`config.mk`:
```
export PLATFORM = sky130hd
export DESIGN_NAME = ps2_host_tx
export DESIGN_NICKNAME = d
export VERILOG_FILES = /design/src/rtl/ps2_pkg.sv /design/src/rtl/ps2_sync.sv /design/src/rtl/ps2_host_tx.sv
export SDC_FILE = /design/constraint.sdc
export NUM_CORES = 1
export LEC_CHECK = 0
export BUFFER_PORTS_ARGS = -buffer_cell sky130_fd_sc_hd__clkbuf_2
export CAP_MARGIN = 20
export CORE_ASPECT_RATIO = 0.75
export CORE_MARGIN = 1
export CORE_UTILIZATION = 35
export CTS_BUF_LIST = sky130_fd_sc_hd__clkbuf_8
export CTS_CLUSTER_DIAMETER = 30
export CTS_CLUSTER_SIZE = 8
export DETAILED_ROUTE_END_ITERATION = 6
export MAX_ROUTING_LAYER = met4
export PLACE_DENSITY = 0.59
export SYNTH_ARGS = -nofsm -noshare
export SYNTH_HDL_FRONTEND = slang
export SYNTH_SLANG_ARGS = --single-unit
export TNS_END_PERCENT = 100
```
`constraint.sdc`:
```
create_clock -name clk -period 2.5 [get_ports clk]
set_input_delay 0.75 -clock clk [delete_from_list [all_inputs] [get_ports clk]]
set_output_delay 0.75 -clock clk [all_outputs]
set_load 0.01 [all_outputs]
```
`src/rtl/ps2_pkg.sv`:
```
// Shared definitions for the PS/2 host transmitter: FSM state encoding,
// frame length and the odd-parity helper.
package ps2_pkg;

    typedef enum logic [2:0] {
        IDLE,
        INHIBIT,
        RTS,
        SHIFT,
        ACK,
        WAIT_IDLE
    } ps2_state_e;

    // Start, 8 data bits and parity are driven; the 10th edge releases for stop.
    localparam int unsigned BIT_COUNT = 10;
    localparam logic [3:0]  LAST_BIT  = 4'(BIT_COUNT - 1);

    function automatic logic odd_parity(input logic [7:0] d);
        return ~^d;
    endfunction

endpackage

```
`src/rtl/ps2_sync.sv`:
```
// Two-flop synchroniser for one raw PS/2 line with falling-edge detect.
// All flops reset to the idle-high level of the bus.
module ps2_sync (
    input  logic clk,
    input  logic reset_n,
    input  logic line_in,
    output logic line_s,
    output logic fall
);

    logic meta;
    logic prev;

    always_ff @(posedge clk) begin
        if (!reset_n) begin
            meta   <= 1'b1;
            line_s <= 1'b1;
            prev   <= 1'b1;
        end else begin
            meta   <= line_in;
            line_s <= meta;
            prev   <= line_s;
        end
    end

    assign fall = prev & ~line_s;

endmodule

```
`src/rtl/ps2_host_tx.sv`:
```
// PS/2 host-to-device byte transmitter with open-drain style line enables.
// Optional ACK watchdog enabled by defining PS2_HOST_TX_TIMEOUT_EN.
//
// state     | meaning
// IDLE      | lines released, ready for a byte
// INHIBIT   | clock held low for INHIBIT_CYCLES
// RTS       | data pulled low with clock still low (request-to-send)
// SHIFT     | clock released, bits updated on each device falling edge
// ACK       | data released, sample device ACK on next falling edge
// WAIT_IDLE | wait for both lines high before accepting again
module ps2_host_tx
    import ps2_pkg::*;
#(
    parameter int unsigned INHIBIT_CYCLES = 5000,
    parameter int unsigned TIMEOUT_CYCLES = 750000
) (
    input  logic       clk,
    input  logic       reset_n,
    input  logic [7:0] tx_data,
    input  logic       tx_valid,
    output logic       tx_ready,
    output logic       tx_done,
    output logic       tx_err,
    output logic       busy,
    input  logic       ps2_clk_in,
    input  logic       ps2_data_in,
    output logic       ps2_clk_oe,
    output logic       ps2_data_oe
);

    localparam int unsigned INH_W = $clog2(INHIBIT_CYCLES + 1);

    if (INHIBIT_CYCLES < 1 || TIMEOUT_CYCLES < 1) begin : g_param_check
        $error("ps2_host_tx: INHIBIT_CYCLES and TIMEOUT_CYCLES must be at least 1");
    end

    ps2_state_e state_q, state_d;

    logic                 clk_s, clk_fall;
    logic                 data_s, data_fall_unused;
    logic [7:0]           data_q;
    logic                 parity_q;
    logic [INH_W-1:0]     inh_cnt;
    logic [3:0]           bit_cnt;
    logic                 ack_ok;
    logic                 timeout;
    logic [BIT_COUNT-1:0] frame;

    ps2_sync u_sync_clk (
        .clk     (clk),
        .reset_n (reset_n),
        .line_in (ps2_clk_in),
        .line_s  (clk_s),
        .fall    (clk_fall)
    );

    ps2_sync u_sync_data (
        .clk     (clk),
        .reset_n (reset_n),
        .line_in (ps2_data_in),
        .line_s  (data_s),
        .fall    (data_fall_unused)
    );

    assign frame = {parity_q, data_q, 1'b0};

`ifdef PS2_HOST_TX_TIMEOUT_EN
    localparam int unsigned WD_W = $clog2(TIMEOUT_CYCLES + 1);
    logic [WD_W-1:0] wd_cnt;

    // Armed as the clock is released; expires after TIMEOUT_CYCLES in SHIFT/ACK.
    always_ff @(posedge clk) begin
        if (!reset_n) begin
            wd_cnt <= '0;
        end else if (state_q == RTS) begin
            wd_cnt <= WD_W'(TIMEOUT_CYCLES - 1);
        end else if ((state_q == SHIFT || state_q == ACK) && wd_cnt != '0) begin
            wd_cnt <= wd_cnt - 1'b1;
        end
    end

    assign timeout = (state_q == SHIFT || state_q == ACK) && (wd_cnt == '0);
`else
    assign timeout = 1'b0;
`endif

    always_ff @(posedge clk) begin
        if (!reset_n) begin
            state_q <= IDLE;
        end else begin
            state_q <= state_d;
        end
    end

    always_comb begin
        state_d = state_q;
        case (state_q)
            IDLE:      if (tx_valid) state_d = INHIBIT;
            INHIBIT:   if (inh_cnt == '0) state_d = RTS;
            RTS:       state_d = SHIFT;
            SHIFT:     if (clk_fall && bit_cnt == LAST_BIT) state_d = ACK;
            ACK:       if (clk_fall) state_d = WAIT_IDLE;
            WAIT_IDLE: if (clk_s && data_s) state_d = IDLE;
            default:   state_d = IDLE;
        endcase
        if (timeout) begin
            state_d = IDLE;
        end
    end

    always_comb begin
        tx_ready    = 1'b0;
        busy        = 1'b1;
        ps2_clk_oe  = 1'b0;
        ps2_data_oe = 1'b0;
        case (state_q)
            IDLE: begin
                tx_ready = 1'b1;
                busy     = 1'b0;
            end
            INHIBIT: ps2_clk_oe = 1'b1;
            RTS: begin
                ps2_clk_oe  = 1'b1;
                ps2_data_oe = 1'b1;
            end
            SHIFT:   ps2_data_oe = ~frame[bit_cnt];
            default: ;
        endcase
    end

    always_ff @(posedge clk) begin
        if (!reset_n) begin
            data_q   <= '0;
            parity_q <= 1'b0;
            inh_cnt  <= '0;
            bit_cnt  <= '0;
            ack_ok   <= 1'b0;
            tx_done  <= 1'b0;
            tx_err   <= 1'b0;
        end else begin
            tx_done <= 1'b0;
            tx_err  <= 1'b0;
            case (state_q)
                IDLE: begin
                    if (tx_valid) begin
                        data_q   <= tx_data;
                        parity_q <= odd_parity(tx_data);
                        inh_cnt  <= INH_W'(INHIBIT_CYCLES - 1);
                    end
                end
                INHIBIT: begin
                    if (inh_cnt != '0) inh_cnt <= inh_cnt - 1'b1;
                end
                RTS: begin
                    bit_cnt <= '0;
                    ack_ok  <= 1'b0;
                end
                SHIFT: begin
                    if (clk_fall) bit_cnt <= bit_cnt + 4'd1;
                end
                ACK: begin
                    if (clk_fall) begin
                        ack_ok <= ~data_s;
                        tx_err <= data_s;
                    end
                end
                WAIT_IDLE: begin
                    if (clk_s && data_s) tx_done <= ack_ok;
                end
                default: ;
            endcase
            // Timeout wins over a coincident ACK sample so only tx_err pulses.
            if (timeout) begin
                tx_err <= 1'b1;
                ack_ok <= 1'b0;
            end
        end
    end

endmodule

```
==> flow_metrics.env, run 1 <==
export IMPL_reg2reg_depth=6
export IMPL_crit_chain="mux2_4 -> a221o_1 -> o21ai_1 -> o31a_1 -> buf_2"
export IMPL_hold_ws_ns=0.4316
export IMPL_synth_compound_area_share=0.1818
export IMPL_slowest_stage="dfxtp_4"
export IMPL_critical_path_peak_fanout=3
export IMPL_dieArea_um2=5971
export IMPL_dpl_hpwl_um=3112
export IMPL_grt_max_degree=20
export IMPL_rsz0062_at_grt="false"
export IMPL_synth_edf_count=0
export IMPL_antenna_found_initial=0
export IMPL_design_area_um2=2306
export IMPL_routed_via_count=1694
export IMPL_fillers=563
export IMPL_dp_cells=316
export IMPL_numPortBuffers=18
export IMPL_area_delta_synth_final_pct=16.35
export IMPL_setup_tns_ns=0
export IMPL_first_pass_iters=4
export IMPL_synth_cell_area_um2=1982
export IMPL_avgViaCountPerCell=5.228
export IMPL_cts_tree="yes"
export IMPL_rows=23
export IMPL_mostFrequentLayoutCell="dfxtp_1"
export IMPL_grt_overflow_total=0
export IMPL_post_route_min_period_ns=2.398
export IMPL_cts_root_buf="clkbuf_8"
export IMPL_drive_above_1_share=0.1928
export IMPL_r2r_setup_slack_ns=0.20
export IMPL_hold_viol_final=0
export IMPL_synth_xor_area_share=0.03535
export IMPL_async_flop_share=0
export IMPL_die_h_um=67.17
export IMPL_ys_seq_elements=37
export IMPL_yosys_most_used_dff="dfxtp_1"
export IMPL_yosys_area_share_simple=0.2948
export IMPL_critPathMaxStageDelay_ns=0.37
export IMPL_htreeDepth=2
export IMPL_numCtsBuffers=5
export IMPL_post_cts_buffers=0
export IMPL_synthMuxAreaShare=0.04861
export IMPL_leakagePower_nw=0.8691
export IMPL_core_um2=5410
export IMPL_slew_viol_final=0
export IMPL_min_from="u_sync_clk.meta$_SDFF_PN1_"
export IMPL_crit_family="compound AO/OA/AOI/OAI gates"
export IMPL_cap_viol_max_count=0
export IMPL_arrival_ns=1.65
export IMPL_max_freq_mhz=417.0
export IMPL_pin_count=19
export IMPL_start_util=0.3663
export IMPL_cts_hold_buf=0
export IMPL_drcViolationCount=0
export IMPL_peakVddDrop_uv=356.1
export IMPL_skew_ns=0.009457
export IMPL_yosysWarnings=0
export IMPL_nets=265
export IMPL_finalCritPeriodShare=0.9592
export IMPL_track_usage=0.1734
export IMPL_powerDensity_nw_per_um2=1078
export IMPL_cp_required_ns=1.75
export IMPL_cp_end_kind="output port"
export IMPL_holdPathEnd="u_sync_clk.line_s$_SDFF_PN1_"
export IMPL_clk_pin_slew_ns=0.08
export IMPL_holdPathStages=1
export IMPL_drt_iter0_drc=85
export IMPL_power_mw=2.485
export IMPL_ys_seq_area_frac=0.3737
export IMPL_worst_pin_slew_ns=0.5692
export IMPL_r2r_end="inh_cnt[11]$_SDFFE_PN0P_"
export IMPL_synth_top_family_by_area="simple AND/OR/NAND/NOR gates"
export IMPL_synth_cells=231
export IMPL_num_antenna_cells=0
export IMPL_critPathKind="flop to output port"
export IMPL_grt_pass1_vias=1507
export IMPL_clock_latency_ns=0.29
export IMPL_post_dp_cell_area_um2=2161
export IMPL_mappedNetlistNets=248
export IMPL_ys_types=51
export IMPL_max_clock_path_buffers=2
export IMPL_final_cell_mix="dfxtp_1 (36), nand2_1 (31), clkbuf_2 (17), a21oi_1 (11), nor2_1 (10)"
export IMPL_routabilityCongestion=0.8289
export IMPL_r2r_start="inh_cnt[0]$_SDFFE_PN0P_"
export IMPL_hp_class="flop to flop"
export IMPL_die_x_um=88.89
export IMPL_wirelength_um=4361
export IMPL_cp_start_kind="flop"
export IMPL_post_drt_wl_per_cell_um=13.46
export IMPL_outcome="completed"
export IMPL_final_util=0.4262
export IMPL_syn_avg_cell_area_um2=8.580
export IMPL_grt_first_pass_wirelength_um=7569
export IMPL_path_buf_inv=1
export IMPL_detail_route_antenna_nets=0
export IMPL_cts_sinks=37
export IMPL_fin_cells=324
export IMPL_pre_cts_ws_ns=0.2259
export IMPL_synth_fa_ha_area_frac=0.02525
export IMPL_setup_viol_count_final=0
export IMPL_relSlewSlack=0.6200
export IMPL_fin_ws_ns=0.1019
## final cells by class
class,count,area (µm²),share of cell area
Multi-Input combinational cell,173,1165,0.5052
Tap cell,75,93.84,0.04069
Timing Repair Buffer,25,142.6,0.06186
Sequential cell,37,744.5,0.3228
Clock inverter,3,68.82,0.02984
Inverter,6,22.52,0.009767
Clock buffer,5,68.82,0.02984
## kinds of logic after synthesis
logic type	after synthesis
AO/OA/AOI/OAI	51
buffers and inverters	21
adder cells (fa/ha/maj)	4
flip-flops	37
multiplexers	8
XOR/XNOR	8
AND/OR/NAND/NOR	102
## worst max path at each step
stage / from / endpoint / slack (ns) / cells after the start
final: bit_cnt[0]$_SDFFE_PN0P_ / ps2_data_oe / 0.10 / 5
after global placement: inh_cnt[0]$_SDFFE_PN0P_ / inh_cnt[11]$_SDFFE_PN0P_ / 0.24 / 6
after floorplan: bit_cnt[0]$_SDFFE_PN0P_ / ps2_data_oe / 0.23 / 5
after detailed placement: inh_cnt[0]$_SDFFE_PN0P_ / inh_cnt[11]$_SDFFE_PN0P_ / 0.23 / 6
after global routing: bit_cnt[0]$_SDFFE_PN0P_ / ps2_data_oe / 0.009 / 5
after CTS: bit_cnt[0]$_SDFFE_PN0P_ / ps2_data_oe / 0.04 / 5
## where the power goes
part	internal, mW	switching (mW)
clock network	0.402	0.233
registers	0.710	0.120
logic	0.437	0.584
## state kept, by name (all words and copies together) (netlist names), 3 cells and up
name / cells
inh_cnt: 13
state_q: 3
data_q: 8
bit_cnt: 4
## synthesized netlist by cell type (2+ instances only)
master | n | area share
xnor2_1 | 7 | 0.031
nor3_1 | 8 | 0.020
a21boi_0 | 7 | 0.027
nand4_1 | 2 | 0.0063
nand4b_1 | 3 | 0.013
ha_1 | 4 | 0.025
or2_2 | 2 | 0.0063
o21a_1 | 2 | 0.0076
o211a_1 | 2 | 0.010
a21oi_1 | 11 | 0.028
mux2i_1 | 4 | 0.020
or4_1 | 4 | 0.015
o21ai_0 | 9 | 0.023
nor2_1 | 10 | 0.019
nor3b_1 | 3 | 0.011
nor4_1 | 3 | 0.0095
nand3_1 | 5 | 0.013
a32oi_1 | 2 | 0.0088
nand2b_1 | 7 | 0.022
or4b_2 | 2 | 0.010
mux2_2 | 3 | 0.017
nand2_1 | 31 | 0.059
nor2b_1 | 6 | 0.019
clkbuf_1 | 14 | 0.027
inv_1 | 6 | 0.011
or3_1 | 5 | 0.016
o31a_1 | 3 | 0.013
o41ai_1 | 2 | 0.0088
nand3b_1 | 3 | 0.011
dfxtp_1 | 37 | 0.37
a31oi_1 | 4 | 0.013
## layer usage
metal  vias up  track usage  part of all wire
met4         0      0.05444             0.011
met1       768       0.2605              0.55
li1        873            -                 -
met2        46       0.2250              0.38
met3         7      0.03790             0.057
met5         -            -                 0
## repair_timing
item / in CTS / in global routing
endpoints found under the setup margin: 1 / 1
gates cloned: 0 / 0
pin swaps: 0 / 1
gates resized for setup: 1 / 4
No activity file was read; power rests on OpenSTA's default activity.
==> run 2, diff against run 1 <==
- CELL_PAD_IN_SITES_DETAIL_PLACEMENT: not set -> 0
- CELL_PAD_IN_SITES_GLOBAL_PLACEMENT: not set -> 1
- CTS_CLUSTER_SIZE: 8 -> not set
- PLACE_DENSITY: 0.59 -> 0.72
==> run 2 against run 1 <==
Effect of this change:
- total power is 8.2% lower
- highest routed layer unchanged
- maximum frequency is 0.38% lower
- largest power group unchanged
- largest cell class unchanged
- setup slack worse by 0.0092 ns
- cell count is 0.62% higher
- non-clock buffer count is 2 higher
==> flow_metrics.env, run 2 (synthesis gave the netlist of run 1 again) <==
export IMPL_clk_pin_slew_ns=0.08
export IMPL_cp_start_kind="flop"
export IMPL_routabilityCongestion=0.8464
export IMPL_track_usage=0.1833
export IMPL_routed_via_count=1724
export IMPL_holdPathStages=1
export IMPL_hold_viol_final=0
export IMPL_fillers=570
export IMPL_largest_register_ff_count=13
export IMPL_detail_route_antenna_nets=0
export IMPL_setup_tns_ns=0
export IMPL_power_switching_uw=938.5
export IMPL_arrival_ns=1.66
export IMPL_grtUsageMet1=0.2604
export IMPL_comb_power_share=0.457
export IMPL_die_x_um=88.89
export IMPL_cts_root_buf="clkbuf_8"
export IMPL_clock_latency_ns=0.28
export IMPL_cts_tree="yes"
export IMPL_core_um2=5410
export IMPL_numCtsBuffers=5
export IMPL_critical_path_peak_fanout=4
export IMPL_setup_viol_count_final=0
export IMPL_fin_cells=326
export IMPL_numPortBuffers=18
export IMPL_relSlewSlack=0.6441
export IMPL_peakVddDrop_uv=376.5
export IMPL_mostFrequentLayoutCell="dfxtp_1"
export IMPL_critPathKind="flop to output port"
export IMPL_path_depth=5
export IMPL_grt_first_pass_wirelength_um=8093
export IMPL_outcome="completed"
export IMPL_leakagePower_nw=0.8583
export IMPL_cp_required_ns=1.75
export IMPL_max_clock_path_buffers=2
export IMPL_min_from="u_sync_data.meta$_SDFF_PN1_"
export IMPL_r2r_end="inh_cnt[11]$_SDFFE_PN0P_"
export IMPL_crit_family="compound AO/OA/AOI/OAI gates"
export IMPL_post_drt_wl_per_cell_um=13.85
export IMPL_holdPathEnd="u_sync_data.line_s$_SDFF_PN1_"
export IMPL_crit_chain="mux2_2 -> a221o_1 -> o21ai_0 -> o31a_1 -> clkbuf_2"
export IMPL_slew_viol_final=0
export IMPL_reg2reg_depth=6
export IMPL_grt_use_met2=0.2635
export IMPL_dp_cells=318
export IMPL_p_seq_frac=0.365
export IMPL_num_antenna_cells=0
export IMPL_worst_pin_slew_ns=0.5298
export IMPL_cts_sinks=37
export IMPL_nets=267
export IMPL_gr_max_usage_layer="met2"
export IMPL_skew_ns=0.007033
export IMPL_critPathMaxStageDelay_ns=0.37
export IMPL_grt_overflow_total=0
export IMPL_clock_power_share=0.178
export IMPL_multi_input_area_um2=1161
export IMPL_finalCritPeriodShare=0.9629
export IMPL_grtUsageMet3=0.04034
export IMPL_rsz0062_at_grt="false"
export IMPL_slowest_stage="dfxtp_4"
export IMPL_swShare=0.4112
export IMPL_first_pass_iters=4
export IMPL_drcViolationCount=0
export IMPL_hp_class="flop to flop"
export IMPL_drive_above_1_share=0.1952
export IMPL_dieArea_um2=5971
export IMPL_path_buf_inv=1
export IMPL_post_route_min_period_ns=2.407
export IMPL_r2r_start="inh_cnt[0]$_SDFFE_PN0P_"
export IMPL_r2r_setup_slack_ns=0.15
export IMPL_grt_max_degree=25
export IMPL_top_register="inh_cnt"
export IMPL_area_delta_synth_final_pct=14.14
export IMPL_drt_iter0_drc=110
export IMPL_start_util=0.3663
export IMPL_cp_end_kind="output port"
export IMPL_seqCellArea_um2=744.5
export IMPL_final_cell_mix="dfxtp_1 (36), nand2_1 (31), clkbuf_2 (18), a21oi_1 (11), nor2_1 (10)"
export IMPL_antenna_found_initial=0
export IMPL_avgViaCountPerCell=5.288
export IMPL_grt_pass1_vias=1676
export IMPL_pin_count=19
export IMPL_powerDensity_nw_per_um2=1009
export IMPL_htreeDepth=2
export IMPL_rows=23
export IMPL_cap_viol_max_count=0
export IMPL_reg_top3="inh_cnt (13), data_q (8), bit_cnt (4)"
export IMPL_dpl_hpwl_um=3238
export IMPL_die_h_um=67.17
export IMPL_max_freq_mhz=415.4
export IMPL_wirelength_um=4514
export IMPL_p_int_mw=1.344
run 2: cell count changes in the layout (fill, tap and decap cells not counted), sizes merged:
cell,delta
buf,+1
clkinv,+2
bufinv,-2
clkbuf,+1
run 2: power groups by stage:
stage               Sequential (mW)  Clock (mW)  Combinational (mW)
finish                        0.834       0.406                1.04
global route                  0.857       0.444                1.18
CTS                           0.831       0.414                1.04
detailed placement            0.844           0                1.03
global placement              0.842           0                1.02
floorplan                     0.801           0               0.797
run 2: how the worst max path moves through the flow:
stage	slack, ns	endpoint	startpoint
finish	0.09	ps2_data_oe	bit_cnt[0]$_SDFFE_PN0P_
global route	0.009	ps2_data_oe	bit_cnt[0]$_SDFFE_PN0P_
CTS	0.001	ps2_data_oe	bit_cnt[0]$_SDFFE_PN0P_
detailed placement	0.18	inh_cnt[11]$_SDFFE_PN0P_	inh_cnt[0]$_SDFFE_PN0P_
global placement	0.23	inh_cnt[11]$_SDFFE_PN0P_	inh_cnt[0]$_SDFFE_PN0P_
floorplan	0.23	ps2_data_oe	bit_cnt[0]$_SDFFE_PN0P_
run 2: worst register-to-register path, delay by kind of cell (launching register included):
family | cells | cell delay (ns)
adder cells (fa/ha/maj) | 1 | 0.17
buffers and inverters | 1 | 0.12
flip-flops | 1 | 0.33
multiplexers | 1 | 0.33
AND/OR/NAND/NOR | 3 | 1.29
run 2: per-stage QoR:
step	area, µm²	hold slack (ns)	total power, mW	util	setup slack [ns]
after global routing	2262	0.4280	2.478	0.4181	0.008622
after global placement	2176	0.3919	1.864	0.4022	0.2323
final	2262	0.4084	2.282	0.4181	0.09270
after detailed placement	2176	0.3953	1.874	0.4022	0.1817
after floorplan	1982	0.3863	1.598	-	0.2276
after CTS	2258	0.4019	2.280	0.4174	0.001146
run 2: layer usage:
layer	vias to the layer above	part of all wire	routed length [µm]
met5	-	0	0
met4	0	0.0051	23
met3	2	0.036	164
met2	35	0.39	1767
met1	815	0.57	2559
li1	872	-	-
run 2: area by class of cell:
cell class,count,area share
clock buffers,5,0.03042
clock inverters,3,0.006084
inverters,6,0.009956
multi-input cells,173,0.5133
flip-flops and latches,37,0.3291
well taps,75,0.04148
repair buffers,27,0.06969
run 2: what timing repair did:
action                                  4_1_cts  5_1_grt
hold endpoints to repair                      0        0
endpoints found under the setup margin        0        1
resized for setup                             0        2
hold buffers                                  0        0
buffers inserted                              0        0
